--- src/rtl/sum_result_buffer.sv ---
// Captures changed values of the adder result bus into a timestamped FIFO drained by a
// valid/ready reader; also keeps a running total and a drop counter.
module sum_result_buffer #(
    parameter int unsigned WIDTH = 16,
    parameter int unsigned DEPTH = 8,
    parameter int unsigned TS_W  = 16
) (
    input  logic                       clk,
    input  logic                       rst_n,
    input  logic                       clear,
    input  logic [WIDTH-1:0]           sum_in,
    input  logic                       sample_en,
    output logic                       out_valid,
    input  logic                       out_ready,
    output logic [WIDTH-1:0]           out_data,
    output logic [TS_W-1:0]            out_ts,
    output logic [$clog2(DEPTH):0]     level,
    output logic [WIDTH+7:0]           acc_total,
    output logic [7:0]                 drop_cnt,
    output logic                       overflow
);

    localparam int unsigned AW   = $clog2(DEPTH);
    localparam int unsigned LW   = AW + 1;
    localparam int unsigned ACCW = WIDTH + 8;

    typedef enum logic [1:0] {StEmpty, StPart, StFull} state_e;

    state_e            state_q, state_d;
    logic [LW-1:0]     level_q, level_d;
    logic [AW-1:0]     wr_ptr_q, rd_ptr_q;
    logic [TS_W-1:0]   ts_q;
    logic [WIDTH-1:0]  last_q;
    logic              armed_q;
    logic [ACCW-1:0]   acc_q;
    logic [7:0]        drop_q;
    logic              ovf_q;

    logic [WIDTH-1:0]  mem_data [DEPTH];
    logic [TS_W-1:0]   mem_ts   [DEPTH];

    logic cap, push, pop, full, push_ok, drop;

    assign cap     = sample_en & (armed_q | (sum_in != last_q));
    assign push    = cap & ~clear;
    assign pop     = (state_q != StEmpty) & out_ready & ~clear;
    assign full    = (state_q == StFull);
    // A pop in the same cycle frees the slot, so a push into a full FIFO still lands.
    assign push_ok = push & (~full | pop);
    assign drop    = push & full & ~pop;

    always_comb begin
        state_d = state_q;
        level_d = level_q;
        if (clear) begin
            state_d = StEmpty;
            level_d = '0;
        end else begin
            level_d = level_q + LW'(push_ok) - LW'(pop);
            unique case (state_q)
                StEmpty: if (push_ok) state_d = StPart;
                StPart: begin
                    if (level_d == LW'(DEPTH)) state_d = StFull;
                    else if (level_d == '0)    state_d = StEmpty;
                end
                StFull:  if (pop && !push_ok) state_d = StPart;
                default: state_d = StEmpty;
            endcase
        end
    end

    always_ff @(posedge clk or negedge rst_n) begin
        if (!rst_n) begin
            state_q  <= StEmpty;
            level_q  <= '0;
            wr_ptr_q <= '0;
            rd_ptr_q <= '0;
        end else begin
            state_q <= state_d;
            level_q <= level_d;
            if (clear) begin
                wr_ptr_q <= '0;
                rd_ptr_q <= '0;
            end else begin
                if (push_ok) wr_ptr_q <= wr_ptr_q + AW'(1);
                if (pop)     rd_ptr_q <= rd_ptr_q + AW'(1);
            end
        end
    end

    always_ff @(posedge clk) begin
        if (push_ok) begin
            mem_data[wr_ptr_q] <= sum_in;
            mem_ts[wr_ptr_q]   <= ts_q;
        end
    end

    always_ff @(posedge clk or negedge rst_n) begin
        if (!rst_n) begin
            ts_q    <= '0;
            last_q  <= '0;
            armed_q <= 1'b1;
            acc_q   <= '0;
            drop_q  <= '0;
            ovf_q   <= 1'b0;
        end else begin
            ts_q <= ts_q + TS_W'(1);
            if (sample_en) last_q <= sum_in;
            if (clear)          armed_q <= 1'b1;
            else if (sample_en) armed_q <= 1'b0;
            if (clear) begin
                acc_q  <= '0;
                drop_q <= '0;
                ovf_q  <= 1'b0;
            end else begin
                // Dropped captures still count towards the total.
                if (cap) acc_q <= acc_q + ACCW'(sum_in);
                if (drop) begin
                    ovf_q <= 1'b1;
                    if (drop_q != 8'hff) drop_q <= drop_q + 8'd1;
                end
            end
        end
    end

    assign out_valid = (state_q != StEmpty);
    assign out_data  = out_valid ? mem_data[rd_ptr_q] : '0;
    assign out_ts    = out_valid ? mem_ts[rd_ptr_q] : '0;
    assign level     = level_q;
    assign acc_total = acc_q;
    assign drop_cnt  = drop_q;
    assign overflow  = ovf_q;

endmodule

--- config.mk ---
export PLATFORM = sky130hd
export DESIGN_NAME = sum_result_buffer
export DESIGN_NICKNAME = d
export VERILOG_FILES = /design/src/rtl/sum_result_buffer.sv
export SDC_FILE = /design/constraint.sdc
export NUM_CORES = 1
export LEC_CHECK = 0
export CAP_MARGIN = 0
export CORE_ASPECT_RATIO = 0.5
export CORE_MARGIN = 5
export CORE_UTILIZATION = 50
export CTS_CLUSTER_DIAMETER = 80
export CTS_CLUSTER_SIZE = 40
export DETAILED_ROUTE_END_ITERATION = 10
export MAX_ROUTING_LAYER = met4
export PLACE_DENSITY = 0.69
export SLEW_MARGIN = 20
export SYNTH_ARGS = -nofsm -noshare
export SYNTH_HDL_FRONTEND = slang
export SYNTH_SLANG_ARGS = --single-unit
--- constraint.sdc ---
create_clock -name clk -period 13.9 [get_ports clk]
set_input_delay 1.39 -clock clk [delete_from_list [all_inputs] [get_ports clk]]
set_output_delay 1.39 -clock clk [all_outputs]
set_load 0.02 [all_outputs]
==> metrics.md, run 1 <==
| Metric | Value |
|---|---|
| DR WL/cell | `roughly 21 um` |
| Rows | `43` |
| Seq/Total Area, Yosys | `66.8%` |
| Post-synth top cells | `edfxtp_1 (256), nor2_1 (80), dfrtp_1 (77)` |
| Vias per cell | `5.79` |
| Synth Cell Area | `~0.014 mm^2` |
| Initial Util | `between 50% and 60%` |
| Post-synthesis async set-or-reset flop share | `about a quarter` |
| Met1 Use GR | `roughly a quarter` |
| Dominant synthesized flop cell | `edfxtp_1` |
| Top post-synthesis cells by area | `edfxtp_1 (53%), dfrtp_1 (13%), mux4_2 (10%), mux2i_1 (2.8%), nor2_1 (2.1%)` |
| Worst EP required | `between 10 and 15 ns` |
| CTS Root Cell | `clkbuf_16` |
| Max Clock Freq | `195 MHz` |
| Worst slew margin | `around 30%` |
| Setup violators final | `0` |
| Layout cells sized above 1 | `between 10% and 20%` |
| Power per cell area | `roughly 120 mW/mm^2` |
| Max-slew violation count | `0` |
| Clock slew at reported path FFs | `0.14 ns` |
| Detailed Route Iter0 Violations | `between 500 and 600` |
| Initial antenna violation count | `0` |
| Fin cells | `approximately 1400` |
| Total global routing overflow | `0` |
| Slowest CP cell | `dfrtp_4` |
| Post-CTS sizing | `0` |
| MaxCap Viol Count | `0` |
| CTS sink cnt | `around 330` |
| #FFs+latches synth | `roughly 330` |
| Clock skew | `0.0191 ns` |
| Met3 usage | `between 2 and 2.5%` |
| Run status | `finished clean` |
| Core Footprint | `0.0281 mm^2` |
| P_sw | `approximately 0.53 mW` |
| Placed insts | `roughly 1300` |
| Layout filler cell count | `~2100` |
| Maximum VDD drop | `about 0.073 mV` |
| GRT met2 Usage | `~30%` |
| Avg Inst Size Synth | `approximately 16 um^2` |
| Via count | `slightly below 8000` |
| Layer with the highest usage | `met2` |
| Post-synth EDFFs | `~260` |
| P&R area growth vs syn | `12.2%` |
| Total Wirelength | `approximately 29000 um` |
| DP Wirelength | `between 15000 and 20000 um` |
| TritonCTS Buffers | `12` |
| Synth cell types | `between 70 and 80` |
| CTS tree | `done` |
| Fin crit share | `36.9%` |
| WP buf/inv | `2` |
| Leak | `~5.5 nW` |
| Tot GR Track Use | `~18%` |
| Setup crit end kind | `output port` |
| Io pins | `91` |
| PortBufs | `90` |
| Internal power | `1.47 mW` |
| Pin count of the biggest net entering global routing | `67` |
| Crit path max-delay family | `buffers and inverters` |
| Drt pass-1 iters | `5` |
| Die height | `about 130 um` |
| Area share of the leading cell type in the synthesized netlist | `53.3%` |
| Final net count | `1016` |
| HP Class | `reg -> reg` |
| First-pass GRT wire length | `~46000 um` |
| Clock Power Share | `23.1%` |
| Post-CTS Hold Buffers | `0` |
| Die ar. | `0.0326 mm^2` |
| DRC errors left | `0` |
| Crit path DAT | `~3.7 ns` |
| Final Critical Period | `~5 ns` |
| Synthesized Nets | `932` |
| Setup Fix Bufs, Post-CTS | `0` |
| Setup_tns | `0 ns` |
| RD Place Congestion | `between 0.8 and 0.9` |
| RSZ-0062 raised after global routing | `false` |
| Clk Latency, worst-skew pair | `around 0.50 ns` |
| Comb power frac | `~21%` |
| Die width | `250 um` |
| Worst Tran Pin Value | `about 1.1 ns` |
| Htree depth | `1` |
| Kind of critical path | `reg -> out` |
| Post-synth top area cell | `edfxtp_1` |
| Sequential share of power | `a little under three fifths` |
| CP max stage delay | `approximately 0.82 ns` |
| Most frequent cell after synthesis | `edfxtp_1` |
| CP cell instances | `buf_4 -> mux4_2 -> mux2i_1 -> nor2_1 -> clkdlybuf4s50_1` |
| Final Hold Fails | `0` |
| Longest Clk Path Bufs | `3` |
| Switching Fraction | `a little over a quarter` |
| Syn Inst Count | `~890` |
| Syn. warnings | `0` |
| Final ANT Viol Nets | `0` |
| CP Max Fanout | `39` |
| Vias in the first global route | `about 8000` |
| Critical Path Source Type | `register` |
| Antenna fix cells | `0` |
## layout make-up
type                       count  area (um^2)  area share [%]
sequential                   334         9650            59.6
multi-input combinational    494         4570            28.2
timing repair buffer         110         1040            6.45
tap                          382          478            2.95
clock buffer                  18          344            2.13
inverter                      18         67.6           0.418
clock inverter                 2         32.5           0.201
## kinds of logic (layout without fill, tap and decap cells)
kind of cell               count (synthesis)  after routing  synth area share (%)
AOI/OAI and AO/OA                         93             93                  4.83
muxes                                    132            132                  14.9
and+or+nand+nor                          203            203                  6.84
DFF                                      334            334                  66.8
adders and majority gates                 25             25                  2.27
buffers and inverters                     58            148                  1.80
xor gates and xnor gates                  41             41                  2.49
## cell usage in the layout, fill, tap and decap left out, types with 11 or more instances in the layout
master and count:
a21oi_1 26, buf_4 21, edfxtp_1 256, mux4_2 64
ha_1 23, dfrtp_1 74, nor2b_1 11, xnor2_1 17
clkdlybuf4s50_1 88, clkbuf_16 13, mux2i_1 41, inv_1 18
nand3_1 18, nand2_1 37, nor2_1 77, mux2_2 22
xor2_1 24
## worst register-to-register path, delay by kind of cell (launching register included)
kind | cells | cell delay [ns]
AOI/OAI and AO/OA | 1 | 0.84
buffers and inverters | 2 | 0.55
DFF | 1 | 0.55
and+or+nand+nor | 3 | 1.42
## flip-flops by register name, summed over array words and instances, names as in the netlist
register / cells
overflow: 1
ts_q: 16
wr_ptr_q: 3
state_q: 2
armed_q: 1
acc_total: 24
mem_data: 128
level: 4
drop_cnt: 8
last_q: 16
mem_ts: 128
rd_ptr_q: 3
## power groups by stage
stage / combinational (mW) / sequential [mW] / clock (mW)
6_report: 0.411 / 1.13 / 0.464
5_1_grt: 0.446 / 1.14 / 0.511
4_1_cts: 0.417 / 1.13 / 0.476
3_5_place_dp: 0.415 / 1.15 / 0
3_3_place_gp: 0.410 / 1.15 / 0
2_1_floorplan: 0.267 / 1.15 / 0
## final timing paths
path                              from              end  slack (ns)  depth (start not counted)
min                           overflow         overflow        0.51                          1
min in group asynchronous        rst_n      drop_cnt[6]        0.72                          1
max                        rd_ptr_q[0]     out_data[13]        8.77                          5
max in group asynchronous        rst_n      rd_ptr_q[0]       11.98                          2
min reg2reg                   overflow         overflow        0.51                          1
max reg2reg                    armed_q  mem_data[6][13]       10.22                          6
## routing by layer
metal | wire length [um] | part of all wire, % | up-vias
li1 | - | - | 3583
met1 | 13600 | 47 | 4107
met2 | 13900 | 48 | 155
met3 | 1090 | 3.8 | 24
met4 | 327 | 1.1 | 0
met5 | 0 | 0 | -
## per-stage QoR
stage | hold slack [ns] | utilization, % | setup WS (ns) | cell area (um^2) | total power, mW
after floorplan | 0.490 | - | 7.95 | 14400 | 1.42
after global placement | 0.477 | 56.3 | 8.48 | 15800 | 1.56
after detailed placement | 0.483 | 56.3 | 8.41 | 15800 | 1.57
after CTS | 0.515 | 57.6 | 8.65 | 16200 | 2.03
after global routing | 0.537 | 57.6 | 8.52 | 16200 | 2.09
final | 0.514 | 57.6 | 8.77 | 16200 | 2.01
(Power assumes the default switching activity.)
==> run 2: changes to the inputs <==
Clock period 13.9 ns to 5 ns, I/O delays scaled along.
==> run 2 against run 1 <==
Global-route usage grew 0.37 points. First-iteration DRC count grew 31%. Clock skew up 0.0084 ns. Critical path depth stayed put. Combinational power rose to 2.7 times the previous value. Register-to-register slack worse by 8.5 ns. Hold slack got worse by 0.50 ns. Design area rose by 0.52%. Critical endpoint unchanged.
==> metrics.md, run 2 (synthesis gave the netlist of run 1 again) <==
| Metric | Value |
|---|---|
| DRC errors left | `0` |
| Slowest CP cell | `dfrtp_4` |
| DR WL/cell | `about 21 um` |
| Worst EP required | `~4.5 ns` |
| Kind of critical path | `reg -> out` |
| Vias in the first global route | `around 8300` |
| Die width | `between 200 and 300 um` |
| Most common cell after layout, fill and taps aside | `edfxtp_1` |
| TritonCTS Buffers | `12` |
| Post-CTS sizing | `0` |
| Crit path max-delay family | `buffers and inverters` |
| RSZ-0062 raised after global routing | `false` |
| Worst r2r src | `last_q[6]` |
| Via count | `around 8000` |
| Placed insts | `between 1000 and 1500` |
| CP cell instances | `buf_4 -> mux4_2 -> mux2i_1 -> nor2_1 -> clkdlybuf4s50_1` |
| Final Critical Period | `3.80 ns` |
| Final core utilization | `between 50% and 60%` |
| Internal power | `around 4.1 mW` |
| WP buf/inv | `2` |
| Rows | `between 40 and 50` |
| PnR worst setup slack | `1.20 ns` |
| Longest Clk Path Bufs | `3` |
| Design area | `0.0163 mm^2` |
| Drt pass-1 iters | `5` |
| Detailed Route Iter0 Violations | `about 740` |
| HP Class | `in -> async` |
| Max-slew violation count | `0` |
| Setup violators final | `0` |
| CTS tree | `done` |
| Clk Latency, worst-skew pair | `0.51 ns` |
| Die ar. | `between 0.03 and 0.04 mm^2` |
| Clock Power Share | `between 20% and 30%` |
| Clock slew at reported path FFs | `roughly 0.14 ns` |
| Core Footprint | `0.0281 mm^2` |
| Final ANT Viol Nets | `0` |
| Vias per cell | `5.84` |
| Worst slew margin | `a little under a third` |
| Antenna fix cells | `0` |
| Sequential share of power | `56.5%` |
| Cell Area, Placed | `about 0.016 mm^2` |
| Fin crit share | `roughly three quarters` |
| Switching Fraction | `a little over a quarter` |
| Tot GR Track Use | `18.7%` |
| P&R area growth vs syn | `12.7%` |
| Initial antenna violation count | `0` |
| Final net count | `1022` |
| P_sw | `~1.5 mW` |
| Final Hold Fails | `0` |
| R2r endpoint | `state_q[0]` |
| Max Clock Freq | `263 MHz` |
| DP Worst Slack | `0.804 ns` |
| Comb power frac | `20.3%` |
| Io pins | `91` |
| Run status | `finished clean` |
| R2R depth | `14` |
| Setup Fix Bufs, Post-CTS | `0` |
| CTS Root Cell | `clkbuf_16` |
| Most frequent cells in the layout | `edfxtp_1 (256), clkdlybuf4s50_1 (88), nor2_1 (77), dfrtp_1 (74), mux4_2 (64)` |
| Worst Tran Pin Value | `around 1.0 ns` |
| Leak | `5.54 nW` |
| R2R Setup Slk | `between 1.5 and 2 ns` |
| Htree depth | `1` |
| Die height | `approximately 130 um` |
| CP Max Fanout | `31` |
| Layout cells sized above 1 | `16.6%` |
| Maximum VDD drop | `between 0.2 and 0.25 mV` |
| RD Place Congestion | `0.818` |
| PortBufs | `90` |
| Setup_tns | `0 ns` |
| Fin cells | `about 1400` |
| Pin count of the biggest net entering global routing | `56` |
| MaxCap Viol Count | `0` |
| Total Wirelength | `29100 um` |
| Setup crit end kind | `output port` |
| Total global routing overflow | `0` |
| Crit path DAT | `between 3 and 4 ns` |
| Initial Util | `51.4%` |
| First-pass GRT wire length | `~47000 um` |
| CP max stage delay | `just under 0.9 ns` |
| Clock skew | `~0.028 ns` |
| Critical Path Source Type | `register` |
| Post-CTS Hold Buffers | `0` |
| CTS sink cnt | `334` |
| DP Wirelength | `18300 um` |
| Power per cell area | `between 300 and 400 mW/mm^2` |
-- run 2: changes by cell type in the layout (fill, tap and decap cells not counted), sizes merged --
cell / before / now
clkinv: 2 / 1
inv: 18 / 19
buf: 22 / 28
clkbuf: 18 / 17
-- run 2: per-layer routing --
| metal | vias up | track usage (%) | share of wire (%) |
|---|---|---|---|
| li1 | 3607 | - | - |
| met1 | 4147 | 25.9 | 46 |
| met2 | 179 | 31.4 | 49 |
| met3 | 29 | 1.79 | 3.7 |
| met4 | 0 | 3.27 | 1.5 |
| met5 | - | - | 0 |
-- run 2: stage by stage --
step	total power, mW	hold slack (ns)
global placement	4.36	0.480
global route	5.84	0.0509
finish	5.59	0.0165
floorplan	3.94	0.204
detailed placement	4.37	0.487
CTS	5.65	0.0273
-- run 2: final cells by class --
cell class / instances / area [um^2]
Multi-Input combinational cell: 494 / 4580
Inverter: 18 / 67.6
Sequential cell: 334 / 9650
Clock buffer: 17 / 340
Timing Repair Buffer: 116 / 1130
Tap cell: 382 / 478
Clock inverter: 2 / 28.8
Fill cell: 2186 / 11800
-- run 2: power groups by stage --
stage          Sequential (mW)  Clock (mW)  Combinational, mW
2_1_floorplan             3.20           0              0.743
3_3_place_gp              3.22           0               1.13
3_5_place_dp              3.22           0               1.15
4_1_cts                   3.16        1.33               1.15
5_1_grt                   3.18        1.43               1.24
6_report                  3.16        1.30               1.13
-- run 2: how the worst max path moves through the flow --
stage,depth (start not counted),slack [ns],from,end
floorplan,4,0.003,out_ready,mem_data[0][0]
global placement,15,0.91,sum_in[13],state_q[0]
detailed placement,15,0.80,sum_in[6],state_q[0]
CTS,5,1.09,rd_ptr_q[0],out_data[13]
global route,5,0.94,rd_ptr_q[0],out_data[13]
finish,5,1.20,rd_ptr_q[0],out_data[13]
